[config.mk]
export PLATFORM = sky130hd
export DESIGN_NAME = alu_decode_unit
export DESIGN_NICKNAME = d
export VERILOG_FILES = /design/src/rtl/alu_decode_unit.sv
export SDC_FILE = /design/constraint.sdc
export NUM_CORES = 1
export LEC_CHECK = 0
export CAP_MARGIN = 20
export CORE_AREA = 5 5 115 117
export CTS_BUF_LIST = sky130_fd_sc_hd__clkbuf_4
export DETAILED_ROUTE_END_ITERATION = 12
export DIE_AREA = 0 0 120 122
export PLACE_DENSITY = 0.84
export SETUP_SLACK_MARGIN = 0.15
export SLEW_MARGIN = 20
export SYNTH_ARGS = -nofsm -noshare
export SYNTH_HDL_FRONTEND = slang
export SYNTH_SLANG_ARGS = --single-unit
[constraint.sdc]
create_clock -name clk -period 9.2 [get_ports clk]
set_input_delay 1.84 -clock clk [delete_from_list [all_inputs] [get_ports clk]]
set_output_delay 1.84 -clock clk [all_outputs]
set_load 0.02 [all_outputs]
[src/rtl/alu_decode_unit.sv]
// Purpose : opcode decoder, operand select/extend, ALU, zero flag and branch decision for the single-cycle core.
// Latency : combinational (0 cycles); only the run-enable and sticky-halt status flops are clocked.
// Backpr. : none; one instruction per cycle. Side effects are gated until run-enable and after halt.
//
// Ports: clk, rst (async, active-low); opcode/shamt/imm instruction fields; rs_data/rt_data register reads;
//        regdst/regwrite/memread/memwrite/memtoreg/jump/pcsrc datapath controls; halt, pc_hold, illegal status;
//        aluctl, alurslt, zero ALU outputs.
// Build option: define ALU_DECODE_SLL_EN to decode opcode 011000 as sll and build the shifter.
module alu_decode_unit (
    input  logic        clk,
    input  logic        rst,
    input  logic [5:0]  opcode,
    input  logic [4:0]  shamt,
    input  logic [15:0] imm,
    input  logic [31:0] rs_data,
    input  logic [31:0] rt_data,
    output logic        regdst,
    output logic        regwrite,
    output logic        memread,
    output logic        memwrite,
    output logic        memtoreg,
    output logic        jump,
    output logic        pcsrc,
    output logic        halt,
    output logic        pc_hold,
    output logic        illegal,
    output logic [3:0]  aluctl,
    output logic [31:0] alurslt,
    output logic        zero
);

    localparam logic [3:0] ALU_ADD = 4'b0000;
    localparam logic [3:0] ALU_SUB = 4'b0001;
    localparam logic [3:0] ALU_AND = 4'b0010;
    localparam logic [3:0] ALU_OR  = 4'b0011;
    localparam logic [3:0] ALU_SLT = 4'b0100;
    localparam logic [3:0] ALU_SLL = 4'b0101;

    typedef struct packed {
        logic       regdst;
        logic       regwrite;
        logic       memread;
        logic       memwrite;
        logic       memtoreg;
        logic       alusrc_a;
        logic       alusrc_b;
        logic       extsel;
        logic       branch_eq;
        logic       branch_ne;
        logic       branch_ltz;
        logic       jump;
        logic       halt;
        logic       illegal;
        logic [3:0] aluctl;
    } ctl_t;

    ctl_t        ctl;
    logic [31:0] op_a;
    logic [31:0] op_b;
    logic [31:0] ext_imm;
    logic [31:0] alu_res;
    logic        branch_take;
    logic        run_ok;
    logic        working_d, working_q;
    logic        halted_d, halted_q;

    // Opcode decode; unlisted controls stay 0.
    always_comb begin
        ctl = '0;
        ctl.aluctl = ALU_ADD;
        case (opcode)
            6'b000000: begin ctl.regdst = 1'b1; ctl.regwrite = 1'b1; ctl.aluctl = ALU_ADD; end
            6'b000010: begin ctl.regdst = 1'b1; ctl.regwrite = 1'b1; ctl.aluctl = ALU_SUB; end
            6'b010001: begin ctl.regdst = 1'b1; ctl.regwrite = 1'b1; ctl.aluctl = ALU_AND; end
            6'b010011: begin ctl.regdst = 1'b1; ctl.regwrite = 1'b1; ctl.aluctl = ALU_OR;  end
`ifdef ALU_DECODE_SLL_EN
            6'b011000: begin
                ctl.regdst   = 1'b1;
                ctl.regwrite = 1'b1;
                ctl.alusrc_a = 1'b1;
                ctl.aluctl   = ALU_SLL;
            end
`endif
            6'b000001: begin ctl.regwrite = 1'b1; ctl.alusrc_b = 1'b1; ctl.extsel = 1'b1; ctl.aluctl = ALU_ADD; end
            6'b010000: begin ctl.regwrite = 1'b1; ctl.alusrc_b = 1'b1; ctl.aluctl = ALU_AND; end
            6'b010010: begin ctl.regwrite = 1'b1; ctl.alusrc_b = 1'b1; ctl.aluctl = ALU_OR;  end
            6'b011100: begin ctl.regwrite = 1'b1; ctl.alusrc_b = 1'b1; ctl.extsel = 1'b1; ctl.aluctl = ALU_SLT; end
            6'b100111: begin
                ctl.regwrite = 1'b1;
                ctl.memread  = 1'b1;
                ctl.memtoreg = 1'b1;
                ctl.alusrc_b = 1'b1;
                ctl.extsel   = 1'b1;
                ctl.aluctl   = ALU_ADD;
            end
            6'b100110: begin ctl.memwrite = 1'b1; ctl.alusrc_b = 1'b1; ctl.extsel = 1'b1; ctl.aluctl = ALU_ADD; end
            6'b110000: begin ctl.branch_eq  = 1'b1; ctl.aluctl = ALU_SUB; end
            6'b110001: begin ctl.branch_ne  = 1'b1; ctl.aluctl = ALU_SUB; end
            // bltz relies on rt being $0, so slt(rs, 0) is the sign test.
            6'b110010: begin ctl.branch_ltz = 1'b1; ctl.aluctl = ALU_SLT; end
            6'b111000: ctl.jump = 1'b1;
            6'b111111: ctl.halt = 1'b1;
            default:   begin ctl.illegal = 1'b1; ctl.aluctl = ALU_ADD; end
        endcase
    end

    // Operand selection and ALU.
    always_comb begin
        ext_imm = ctl.extsel ? {{16{imm[15]}}, imm} : {16'b0, imm};
        op_a    = ctl.alusrc_a ? {27'b0, shamt} : rs_data;
        op_b    = ctl.alusrc_b ? ext_imm : rt_data;
        alu_res = '0;
        case (ctl.aluctl)
            ALU_ADD: alu_res = op_a + op_b;
            ALU_SUB: alu_res = op_a - op_b;
            ALU_AND: alu_res = op_a & op_b;
            ALU_OR:  alu_res = op_a | op_b;
            ALU_SLT: alu_res = {31'b0, ($signed(op_a) < $signed(op_b))};
`ifdef ALU_DECODE_SLL_EN
            ALU_SLL: alu_res = op_b << op_a[4:0];
`endif
            default: alu_res = '0;
        endcase
    end

    // Status flops: run-enable rises one edge after reset release; halt is sticky until reset.
    always_comb begin
        working_d = 1'b1;
        halted_d  = halted_q | (working_q & ctl.halt);
    end

    always_ff @(posedge clk or negedge rst) begin
        if (!rst) begin
            working_q <= 1'b0;
            halted_q  <= 1'b0;
        end else begin
            working_q <= working_d;
            halted_q  <= halted_d;
        end
    end

    // Outputs with side-effect gating.
    always_comb begin
        run_ok      = working_q & ~halted_q;
        zero        = (alu_res == 32'd0);
        branch_take = (ctl.branch_eq & zero) | ((ctl.branch_ne | ctl.branch_ltz) & ~zero);
        alurslt     = alu_res;
        aluctl      = ctl.aluctl;
        illegal     = ctl.illegal;
        regdst      = ctl.regdst;
        memtoreg    = ctl.memtoreg;
        regwrite    = ctl.regwrite & run_ok;
        memread     = ctl.memread  & run_ok;
        memwrite    = ctl.memwrite & run_ok;
        jump        = ctl.jump     & run_ok;
        pcsrc       = branch_take  & run_ok;
        halt        = ctl.halt | halted_q;
        pc_hold     = ~working_q | halt;
    end

endmodule

# Yosys cells after proc, flatten, opt, wreduce, memory -nomap -nowiden
# Index checks and enable logic that the tools add are counted.
[word_totals]
regBits = 2
in_bits = 93
out_inout_bits = 47
word_cells = 70
[classes]
addsub = 2
magnitude_cmp = 1
eq_ne = 18
muxes = 16
bitwise_logic = 19
n_reduce_logical = 12
[op_table]
columns = ["op", "count"]
rows = [
  ["32-bit one-hot mux with 5 select lines", 1],
  ["32-bit 2-to-1 mux", 2],
  ["6-bit == test, second input constant", 7],
  ["32-bit adder", 1],
  ["32-bit AND", 1],
  ["32-bit logical NOT", 1],
  ["32-bit less-than comparator", 1],
  ["32-bit bitwise OR", 1],
  ["32-bit subtractor", 1],
  ["6-bit by 5-bit == test with 1-bit output, second input constant", 5],
  ["15-bit OR reduction", 1],
  ["1-bit 2-to-1 mux", 12],
  ["3-bit one-hot mux with 4 select lines", 1],
  ["1-bit AND", 9],
  ["9-bit OR reduction", 1],
  ["4-bit by 2-bit == test with 1-bit output, second input constant", 2],
  ["4-bit OR reduction", 2],
  ["6-bit by 1-bit == test with 1-bit output, second input constant", 1],
  ["6-bit by 2-bit == test with 1-bit output, second input constant", 1],
  ["6-bit logical NOT", 1],
  ["2-bit OR reduction", 3],
  ["6-bit OR reduction", 1],
  ["1-bit bitwise OR", 5],
  ["4-bit by 1-bit == test with 1-bit output, second input constant", 1],
  ["4 further kinds", 6],
]

# Logic depth before layout (Yosys ltp)
[depth]
word_depth = 12
depth_mapped = 24
depth_no_buf = 21

# Least setup slack after synthesis
# OpenSTA, ideal clock, no wires.
[synth_path]
path_type = "input-to-output"
from = "in opcode[3]"
to = "out pcsrc"
arrival_ps = 6588
t_required_ps = 7360
setup_slack_ps = 772
stages = 20
path_buffers = 2
path_cell_list = "buf_2 -> or2_2 -> o21ai_0 -> a32oi_1 -> o21ai_1 -> clkbuf_1 -> mux2_2 -> ha_1 -> fa_1 -> o21bai_1 -> o2111ai_2 -> a31oi_1 -> nand2_1 -> a211o_1 -> a32oi_1 -> o21ai_0 -> nor4b_1 -> and3_1 -> a31oi_1 -> nor3b_2"
[synth_via]
elab_chain_len = 12
word_cells_on_any_way = 44
cone_classes = "add/sub (2); order compare (1); eq/ne (16); mux (9); bitwise (8); reduce/logical (8)"
[synth_rtl]
columns = ["item", "line_no", "source"]
rows = [
  ["from (decl)", "12", "input logic [5:0] opcode,"],
  ["6-bit == test, or another cell as far along", "71", "case (opcode)"],
  ["4-bit OR reduction (no line)", "n/a", ""],
  ["1-bit 2-to-1 mux", "71", ""],
  ["32-bit 2-to-1 mux", "109", "ext_imm = ctl.extsel ? {{16{imm[15]}}, imm} : {16'b0, imm};"],
  ["32-bit 2-to-1 mux", "111", "op_b = ctl.alusrc_b ? ext_imm : rt_data;"],
  ["32-bit less-than comparator", "118", "ALU_SLT: alu_res = {31'b0, ($signed(op_a) < $signed(op_b))};"],
  ["32-bit one-hot mux with 5 select lines *", "113", "case (ctl.aluctl)"],
  ["via alurslt[0]", "28", "output logic [31:0] alurslt,"],
  ["32-bit logical NOT *", "145", "zero = (alu_res == 32'd0);"],
  ["1-bit NOT", "146", "branch_take = (ctl.branch_eq & zero) | ((ctl.branch_ne | ctl.branch_ltz) & ~zero);"],
  ["1-bit AND", "146", ""],
  ["1-bit bitwise OR *", "146", ""],
  ["1-bit AND *", "156", "pcsrc = branch_take & run_ok;"],
  ["to (decl)", "23", "output logic pcsrc,"],
]
# Mark *: on every way through the listed nets, which the timed path passes. The rest lies on a longest branch.

# Final worst setup path
[layout_path]
from = "in opcode[3]"
to = "out pcsrc"
[layout_via]
elab_chain_len = 12
word_cells_on_any_way = 44
cone_classes = "add/sub (2); order compare (1); eq/ne (16); mux (9); bitwise (8); reduce/logical (8)"
[layout_rtl]
columns = ["item", "line_no", "source"]
rows = [
  ["6-bit == test, or another cell as far along", "71", ""],
  ["4-bit OR reduction (no line)", "n/a", ""],
  ["1-bit 2-to-1 mux", "71", ""],
  ["32-bit 2-to-1 mux", "109", ""],
  ["32-bit 2-to-1 mux", "111", ""],
  ["32-bit subtractor, or another cell as far along", "115", "ALU_SUB: alu_res = op_a - op_b;"],
  ["32-bit one-hot mux with 5 select lines", "113", ""],
  ["32-bit logical NOT", "145", ""],
  ["1-bit NOT", "146", ""],
  ["1-bit AND", "146", ""],
  ["1-bit bitwise OR *", "146", ""],
  ["1-bit AND *", "156", ""],
]
# Mark *: on every way between the ends. The rest lies on a longest branch, timed or not.

==> flow_summary.ini <==
[run_status]
status = finished clean

[timing]
worst_slew_pin_slew_ns = 0.9975
fin_crit_ns = 8.754
fin_crit_sh_pct = 95.15
setup_ws_ns = 0.4458
maxClockFrequency_ghz = 0.1142
hold_violations = 0
rsz0062_at_grt = false
slew_violations = 0
relSlewSlack_pct = 33.31
setup_viol = 0
fin_worst_skew_ns = 0.002471

[cts]
cts_tree = built
clock-sinks = 2
clk_pin_slew_ns = 0.03
cts_buffers = 3
cts.path.max_buffers = 2
root_buffer = clkbuf_4
holdBufCountCts = 0
clock_latency_ns = 0.22
cts_max_level = 1

[placed_design]
preCtsSetupSlack_ns = -0.03726
post_dp_cell_area_sq_um = 8584
io_buffers = 133
post-dp-hpwl_mm = 19.05
place_congestion = 1.013

[die]
fp.dieH_microns = 122
rows = 41
start_util_pct = 52.23
die_w_microns = 120
core_area_sq_um = 12260
die_area_sq_um = 14640
io_pins = 140

[final_layout]
num_antenna_cells = 0
drive_above_1_share_pct = 17.30
area_growth_pct = 35.70
final_area_sq_um = 8690
final_nets = 1348
fillCellCount = 1061

[setup_path]
cp-start-kind = input pin
r2r-start = halted_q
path_depth = 23
cpMaxStageDelayCell = clkdlybuf4s50_1
cp_data_required_time_ns = 7.36
cp_num_buf_inv = 6
worstSetupEndpoint = pcsrc
crit_start = opcode[3]
rrSetupSlack_ns = 8.56
critPathArrivalTime_ns = 6.91
cp_slowest_stage_delay_ns = 0.45
crit_chain = clkdlybuf4s50_1, or2_2, o21ai_0, a32oi_1, o21ai_4, buf_12, mux2_2, inv_1, ha_1, buf_4, nand4_1, o22ai_1, nor4_1, a21oi_1, buf_4, a31oi_1, a21oi_1, a211o_1, a32oi_1, and4_1, a31oi_1, nor3b_2, clkbuf_2
r2r-end = halted_q
crit_type = in2out
cp-end-kind = output port
rr_worst_depth = 1
worstPathMaxFanout = 12
crit_family = compound AO/OA/AOI/OAI gates

[power]
irDropWorstVdd_v = 0.00006398
power.static_leakage_uw = 0.004007
p_per_area_nw_per_um2 = 90.08

[routing]
first_pass_iters = 7
post_drt_via_cell_ratio = 6.367
drt_iter0_markers = 1043
drt-total-wl_mm = 23.52
routedWlPerCell_microns = 18.09
drc = 0
num_vias = 8277
drtAntennaViolNets = 0

[global_route]
grt_pass1_wl_mm = 37.43
grt_max_degree = 29
grt_usage_pct = 30.32
grt-ovfl-total = 0
antenna_found_initial = 0
grt_pass1_vias = 7919

[synth]
ys_seq_area_share_pct = 0.7816
ys_top_cells_by_count = inv_1 (104), ha_1 (101), nor2_1 (97)
ys.flop_type = dfrtp_1
synth_cell_types = 90
async_flop_share_pct = 100.0
ys_top_cells_by_area = ha_1 (20%), a21oi_1 (6.8%), inv_1 (6.1%)
synth-seq-cells = 2
synth_top_area_cell = ha_1
synthesis.area_sq_um = 6404
synth.net_count = 1151
synth_edf_count = 0
synth.most_common_cell = inv_1
synth-warning-count = 0
synth_top_area_share_pct = 19.73
synth_area_per_cell_sq_um = 6.705
syn_inst = 955

[min_path]
hp-class = reg2reg

[job]
maxCapViolations = 0
stage by stage:
| stage | TNS (ns) | util, % | hold WS [ns] | cells | total power [uW] |
|---|---|---|---|---|---|
| after floorplan | 0 | - | 0.4333 | 955 | 440.7 |
| after global placement | 0 | 70.02 | 0.4440 | 1295 | 726.1 |
| after detailed placement | -0.03726 | 70.02 | 0.4500 | 1295 | 738.2 |
| after CTS | 0 | 70.46 | 0.4670 | 1300 | 764.5 |
| after global routing | 0 | 70.87 | 0.4954 | 1300 | 841.3 |
| final | 0 | 70.87 | 0.4715 | 1300 | 782.8 |
flip-flops by register name, indices dropped and copies added, names as in the netlist:
name	cells
halted_q	1
working_q	1
layer usage:
layer	vias to the layer above	part of all wire [%]	wire, microns	global-route usage, %
met5	-	0	0	0
met4	0	4.8	1129	13.67
met3	110	9.0	2109	2.693
met2	552	48	11180	54.90
met1	3728	39	9101	36.33
li1	3887	-	-	-
cell usage in the layout, fill, tap and decap left out, types with 7 or more instances in the layout:
master           synthesis  routed
nor4_1                  14      12
o21a_1                  21      21
nand2_1                 65      65
buf_4                    3     116
nor2_1                  97      95
a211oi_1                14      12
or2_2                    7       7
o22ai_1                  8       8
clkdlybuf4s50_1          0     131
mux2_2                  17      17
nand3_1                 14      14
o221ai_1                14      14
a21oi_1                 87      86
o21ai_0                 46      45
nand4_1                  7       7
o211ai_1                11      11
o31ai_1                 22      22
nor2b_1                 12      12
inv_1                  104     104
and3_1                  11      11
a21o_1                  17      17
nand2b_1                17      17
nor3_1                  22      21
a221o_1                 10      10
a31oi_1                 12      12
ha_1                   101      98
how the worst min path moves through the flow:
stage	startpoint	end	slack, ns	cells past startpoint
finish	halted_q	halted_q	0.47	1
global route	halted_q	halted_q	0.50	1
CTS	halted_q	halted_q	0.47	1
floorplan	halted_q	halted_q	0.43	1
global placement	halted_q	halted_q	0.44	1
detailed placement	halted_q	halted_q	0.45	1
area by class of cell:
type                       instances  area [sq um]  share of cell area (%)
multi-input combinational        788          5776                   66.47
clock buffer                       3         22.52                  0.2592
sequential                         2         50.05                  0.5760
inverter                         105         394.1                   4.536
tap                              150         187.7                   2.160
timing repair buffer             252          2260                   26.00
power breakdown:
part / internal (uW) / leakage [uW] / switching, uW
clock: 14.4 / 0.0000138 / 4.98
sequential: 9.93 / 0.0000242 / 0.700
combinational: 340 / 0.00397 / 413
total: 364 / 0.00401 / 418
logic make-up (layout without fill, tap and decap cells):
logic type,after synthesis,count (layout),synth area share [%]
adders and majority gates,103,103,20.36
other,2,2,0.1173
and+or+nand+nor,305,305,24.25
buffers and inverters,165,360,10.43
AOI/OAI and AO/OA,348,348,39.21
DFF,2,2,0.7816
muxes,21,21,3.615
xor gates and xnor gates,9,9,1.231
what timing repair did:
action | CTS | global route
pin swaps | 1 | 1
setup buffers | 2 | 0
endpoints found under the hold margin | 0 | 0
setup endpoints to repair | 2 | 2
gates resized for setup | 4 | 15
(Power assumes the default switching activity.)
